<file path="config.mk">
export PLATFORM = sky130hd
export DESIGN_NAME = irq_pending_ctrl
export DESIGN_NICKNAME = d
export VERILOG_FILES = /design/src/rtl/irq_pkg.sv /design/src/rtl/irq_edge_det.sv /design/src/rtl/irq_pending_ctrl.sv
export SDC_FILE = /design/constraint.sdc
export NUM_CORES = 1
export LEC_CHECK = 0
export ABC_CLOCK_PERIOD_IN_PS = 1500
export CORE_MARGIN = 8
export CORE_UTILIZATION = 41
export CTS_CLUSTER_SIZE = 30
export DETAILED_ROUTE_END_ITERATION = 12
export HOLD_SLACK_MARGIN = 0.12
export PLACE_DENSITY = 0.82
export SLEW_MARGIN = 20
export SYNTH_ARGS = -nofsm -noshare
export SYNTH_HDL_FRONTEND = slang
export SYNTH_SLANG_ARGS = --single-unit
</file>
<file path="constraint.sdc">
create_clock -name clk -period 1.5 [get_ports clk]
set_input_delay 0.3 -clock clk [delete_from_list [all_inputs] [get_ports clk]]
set_output_delay 0.3 -clock clk [all_outputs]
set_load 0.05 [all_outputs]
</file>
<file path="src/rtl/irq_pkg.sv">
// Shared types and default sizing for the interrupt pending controller.
package irq_pkg;
  localparam int N_DEF     = 8;
  localparam int IDX_W_DEF = 3;

  typedef enum logic [1:0] {
    IDLE    = 2'd0,
    PRESENT = 2'd1,
    GAP     = 2'd2
  } state_t;
endpackage

</file>
<file path="src/rtl/irq_edge_det.sv">
// Request capture: previous-sample register and edge/level capture select.
module irq_edge_det #(
  parameter int N    = 8,
  parameter int EDGE = 1
) (
  input  logic         clk,
  input  logic         rst_n,
  input  logic [N-1:0] req_in,
  output logic [N-1:0] cap
);
  logic [N-1:0] prev_req;

  // prev_req resets low so a line already high at release counts as a rising edge
  always_ff @(posedge clk or negedge rst_n) begin
    if (!rst_n) prev_req <= '0;
    else        prev_req <= req_in;
  end

  assign cap = (EDGE != 0) ? (req_in & ~prev_req) : req_in;
endmodule

</file>
<file path="src/rtl/irq_pending_ctrl.sv">
// Sticky pending/overrun capture feeding an external priority encoder, with a
// one-index-at-a-time valid/ack offer and a settle cycle after each ack.
module irq_pending_ctrl
  import irq_pkg::*;
#(
  parameter int N     = N_DEF,
  parameter int IDX_W = IDX_W_DEF,
  parameter int EDGE  = 1
) (
  input  logic             clk,
  input  logic             rst_n,
  input  logic [N-1:0]     req_in,
  input  logic [N-1:0]     mask,
  input  logic             en,
  input  logic             ack,
  input  logic             ovr_clr,
  input  logic             enc_valid,
  input  logic [IDX_W-1:0] enc_idx,
  output logic [N-1:0]     pend_vec,
  output logic             enc_en,
  output logic             irq_valid,
  output logic [IDX_W-1:0] irq_idx,
  output logic [N-1:0]     overrun
);
  state_t       state, state_nxt;
  logic [N-1:0] pending;
  logic [N-1:0] cap;
  logic [N-1:0] clr;
  logic [N-1:0] ovr_set;
  logic         load_idx;

  irq_edge_det #(.N(N), .EDGE(EDGE)) u_edge (
    .clk    (clk),
    .rst_n  (rst_n),
    .req_in (req_in),
    .cap    (cap)
  );

  // Only the index currently on offer is ever cleared, and only on its ack
  always_comb begin
    clr = '0;
    if (state == PRESENT && ack) clr[irq_idx] = 1'b1;
  end

  assign ovr_set = cap & pending & ~clr;

  always_ff @(posedge clk or negedge rst_n) begin
    if (!rst_n) begin
      pending <= '0;
      overrun <= '0;
    end else begin
      pending <= cap | (pending & ~clr);
      overrun <= ovr_clr ? ovr_set : (overrun | ovr_set);
    end
  end

  always_comb begin
    state_nxt = state;
    load_idx  = 1'b0;
    case (state)
      IDLE: begin
        if (en && enc_valid) begin
          load_idx  = 1'b1;
          state_nxt = PRESENT;
        end
      end
      PRESENT: if (ack) state_nxt = GAP;
      GAP:     state_nxt = IDLE;
      default: state_nxt = IDLE;
    endcase
  end

  always_ff @(posedge clk or negedge rst_n) begin
    if (!rst_n) begin
      state   <= IDLE;
      irq_idx <= '0;
    end else begin
      state <= state_nxt;
      if (load_idx) irq_idx <= enc_idx;
    end
  end

  assign pend_vec  = pending & ~mask;
  assign enc_en    = en && (state == IDLE);
  assign irq_valid = (state == PRESENT);
endmodule

</file>
# After elaboration in Yosys (flattened, before gate mapping)
# Index checks and enable logic that the tools add are counted.
[totals]
word_cells = 35
reg_bits = 29
input_bits = 25
[classes]
n_lt_le_gt_ge = 2
n_eq_ne = 3
n_bitwise = 10
muxes = 9
reduce_logical = 6
[ops]
columns = ["cell", "count"]
rows = [
  ["$and A8 B8 Y8", 5],
  ["$not A8 Y8", 3],
  ["$mux W8", 2],
  ["$or A8 B8 Y8", 2],
  ["$logic_and A1 B1 Y1", 4],
  ["$lt A3 B4 Y1 const B", 1],
  ["$mux W2", 2],
  ["$ne A2 B2 Y1 const B", 2],
  ["$pmux W2 S2", 1],
  ["$demux W1 S3", 1],
  ["$ge A3 B1 Y1 const B", 1],
  ["$mux W1", 3],
  ["$eq A2 B1 Y1 const B", 1],
  ["$logic_not A2 Y1", 1],
  ["$reduce_and A2 Y1", 1],
]

# Longest topological paths before layout
[depth]
depth_word = 9
mapped_depth = 3
depth_no_buf = 3

# Cells and area by module
# A second synthesis with hierarchy kept.
[hier_totals]
hier_cells = 100
area_unflattened_um2 = 1199.9
[modules_own_cells]
columns = ["mod", "n_inst", "area_per_inst_um2", "seq_area_each_um2", "cells_each"]
rows = [
  ["irq_pending_ctrl", 1, 889.6, 525.5, 84],
  ["irq_edge_det", 1, 310.3, 200.2, 16],
]

# Least setup slack after synthesis
# No wires, ideal clock.
[synth_timing]
path_kind = "register to register"
start = "reg state[0]"
end = "reg irq_idx[0]"
n_path_buf = 0
period_less_slack_ns = 1.833
setup_time_ns = 0.127
path_stages_with_launch = 4
t_arrival_ns = 1.705
required_ns = 1.373
slack_ns = -0.333
path_cell_list = "dfrtp_1 nor3b_2 and2_4 mux2_1"
[synth_via]
elab_chain_len = 2
[synth_lines]
columns = ["element", "line_no", "rtl"]
rows = [
  ["start: declaration", "irq_pending_ctrl.sv:25", "state_t state, state_nxt;"],
  ["start signal: assignment", "irq_pending_ctrl.sv:78", "state <= state_nxt;"],
  ["$logic_not A2 Y1", "irq_pending_ctrl.sv:60", "case (state)"],
  ["$mux W1", "irq_pending_ctrl.sv:60", ""],
  ["end signal: assignment", "irq_pending_ctrl.sv:79", "if (load_idx) irq_idx <= enc_idx;"],
  ["end: declaration", "irq_pending_ctrl.sv:22", "output logic [IDX_W-1:0] irq_idx,"],
]
# No other way between the ends.
# A chain may end at the register's enable or synchronous reset.

# Worst setup path after layout
[layout_timing]
start = "reg state[1]"
end = "out irq_valid"
[layout_via]
elab_chain_len = 1
[layout_lines]
columns = ["element", "line_no", "rtl"]
rows = [
  ["$eq A2 B1 Y1", "irq_pending_ctrl.sv:85", "assign irq_valid = (state == PRESENT);"],
  ["end: declaration", "irq_pending_ctrl.sv:21", "output logic irq_valid,"],
]
# No other way between the ends.

==> reports/metrics.cfg <==
[outcome]
outcome=complete, but fails checks
violations=negative setup slack

[yosys]
ys_top_cells_by_count=dfrtp_1 (29), inv_1 (10), nand2b_1 (10), nand2_1 (9)
synth_ff_type=dfrtp_1
synth_edf_count=0
ys_seq_area_share_pct=65.2
synth.distinct_cells=19
ys_seq_elements=29
syn_inst=93
synth_area_leaders=dfrtp_1 (65%), nand2b_1 (5.6%), nor2b_1 (4.5%)
synth_area_leader_cell=dfrtp_1
syn_nets=118
yosysTopAreaCellShare_pct=65.2
ys_async_sr_fraction_pct=100
synth_most_common_cell=dfrtp_1
syn-cell-area_um2=1110
syn_area_per_cell_um2=12.0
synth_warnings=0

[sta]
skew_ns=0.00286
hold_viol_final=0
tightest_slew_ns=0.372
slew_headroom_pct=75.1
fin_crit_ns=1.53
drv_slew=0
finalWorstSetupSlack_ns=-0.0317
max_clock_freq_mhz=653
period_share_pct=102
final-setup-viol-count=2
rsz0062_at_grt=yes

[power_and_ir_drop]
comb_power_share_pct=38.7
p_leak_nw=0.843
power_w=0.00235
vdd_drop_max_mv=0.879
cell_internal_pwr_w=0.00155
switching_share_pct=34.3
clock_power_share_pct=19.5
pwr-share-seq_pct=41.8
p_sw_w=0.000806
powerDensity_nw_per_um2=1230

[cts]
cts_root_buffer=clkbuf_4
clock_latency_ns=0.32
clock-sinks=29
clkTransAtPathRegs_ns=0.08
cts_buffers=5
htree_levels=2
cts_hold_buf=0
tritoncts=done
cts_max_path_buffers=2

[floorplanning]
start_util_pct=41.8
die-area_um2=4640
fp.dieW_um=68.1
placementRows=19
coreArea_um2=2660
io-pin-count=46
die_y_um=68.1

[setup_path]
crit_arrival_ns=1.23
endpoint=irq_valid
cpMaxStageDelayCell=dfrtp_1
path_class=reg -> out
crit_path_end_kind=output port
crit_family=flip-flops
crit_path_start=state[1]$_DFFE_PN0P_
r2r_end=overrun[0]$_DFF_PN0_
max_stage_delay_ns=0.43
critPathLaunchType=flip-flop
worstPathRequired_ns=1.20
critical_path_depth=2
reg2regPathDepth=4
crit_chain=nor2b_1, buf_12
crit_buf_inv=1
r2r-start=state[1]$_DFFE_PN0P_
reg2reg_slack_ns=0.11
worstPathMaxFanout=3

[route]
wl_per_cell_um=15.3
viasPerCell=4.90
postRouteAntennaNets=0
wl_mm=2.76
first_pass_iters=4
drt_iter0_drc=13
drcViolationCount=0
vias=882

[placed_design]
hpwl_mm=2.16
gp_congestion=0.695
io_buffers=45

[global_routing]
track_usage_pct=13.3
antenna_found_initial=0
grt_pass1_vias=1024
grt_first_pass_wirelength_mm=4.55
grt_overflow=0
grt_max_degree=30

[cells_and_area]
fillers=188
n_antenna_cell=0
fin_nets=174
drive_gt1_share_pct=24.2
syn2layout_area_growth_pct=71.5
final_util_pct=71.7

[job]
cap_violations=0

[min_path]
holdCritPathClass=in -> async

==> power groups by stage <==
stage	clock network [W]	logic [W]	registers, W
floorplan	0	0.000255	0.00113
global placement	0	0.000883	0.000995
detailed placement	0	0.000900	0.000997
CTS	0.000474	0.000919	0.000982
global route	0.000498	0.000953	0.000994
finish	0.000459	0.000910	0.000982
==> metal layers <==
metal  up-vias  wire [µm]  track usage [%]
li1        427          -                -
met1       414       1060             14.0
met2        34       1350             21.7
met3         7        307             6.55
met4         0         51             6.91
met5         -          0                0
==> metrics by stage <==
step	instances	hold slack [ns]	setup TNS (ns)	cell area [µm²]	worst slack, ns
after global routing	180	0.373	-0.132	1910	-0.0677
after global placement	170	0.484	-0.237	1830	-0.0540
after detailed placement	170	0.502	-0.627	1830	-0.105
after CTS	180	0.357	-0.0351	1910	-0.0351
after floorplan	93	0.00441	-0.398	1120	-0.133
final	180	0.344	-0.0482	1910	-0.0317
==> worst min path at each step <==
| stage | to | cells past startpoint | slack [ns] | startpoint |
|---|---|---|---|---|
| floorplan | irq_idx[0]$_DFFE_PN0P_ | 0 | 0.004 | rst_n |
| global placement | pending[3]$_DFF_PN0_ | 2 | 0.48 | pending[3]$_DFF_PN0_ |
| detailed placement | pending[1]$_DFF_PN0_ | 2 | 0.50 | u_edge.prev_req[1]$_DFF_PN0_ |
| CTS | u_edge.prev_req[5]$_DFF_PN0_ | 2 | 0.36 | rst_n |
| global route | u_edge.prev_req[5]$_DFF_PN0_ | 2 | 0.37 | rst_n |
| finish | u_edge.prev_req[5]$_DFF_PN0_ | 2 | 0.34 | rst_n |
==> cell type report <==
cell class                 count  area [µm²]  area share (%)
clock buffer                   7        55.1            2.88
sequential                    29         727            38.1
tap                           31        38.8            2.03
inverter                      10        37.5            1.97
multi-input combinational     53         353            18.5
timing repair buffer          50         698            36.6
==> flip-flops by register name, summed over array words and instances (netlist names) <==
register	flops
overrun	8
irq_idx	3
pending	8
u_edge.prev_req	8
state	2
==> cells by family after synthesis <==
group / count (synthesis) / synth area share [%]
AOI/OAI and AO/OA: 17 / 10.1
and+or+nand+nor: 33 / 18.0
muxes: 3 / 3.03
DFF: 29 / 65.2
buffers and inverters: 11 / 3.71
==> cells in the final DEF (no fill, tap or decap), types with 3 or more instances in the layout <==
master,netlist,layout
buf_12,0,21
dfrtp_1,29,28
clkbuf_4,0,5
mux2_1,3,3
buf_4,0,5
o22ai_1,8,8
clkdlybuf4s50_1,0,24
nand2b_1,10,10
nand2_1,9,9
inv_1,10,10
nor2b_1,8,8
o21ai_1,5,5
==> repair_timing <==
| action | in CTS | in global routing |
|---|---|---|
| resized for setup | 1 | 0 |
| setup buffers | 3 | 0 |
| pin swaps | 1 | 1 |
| setup endpoints to repair | 2 | 2 |
No activity file was read; power rests on OpenSTA's default activity.
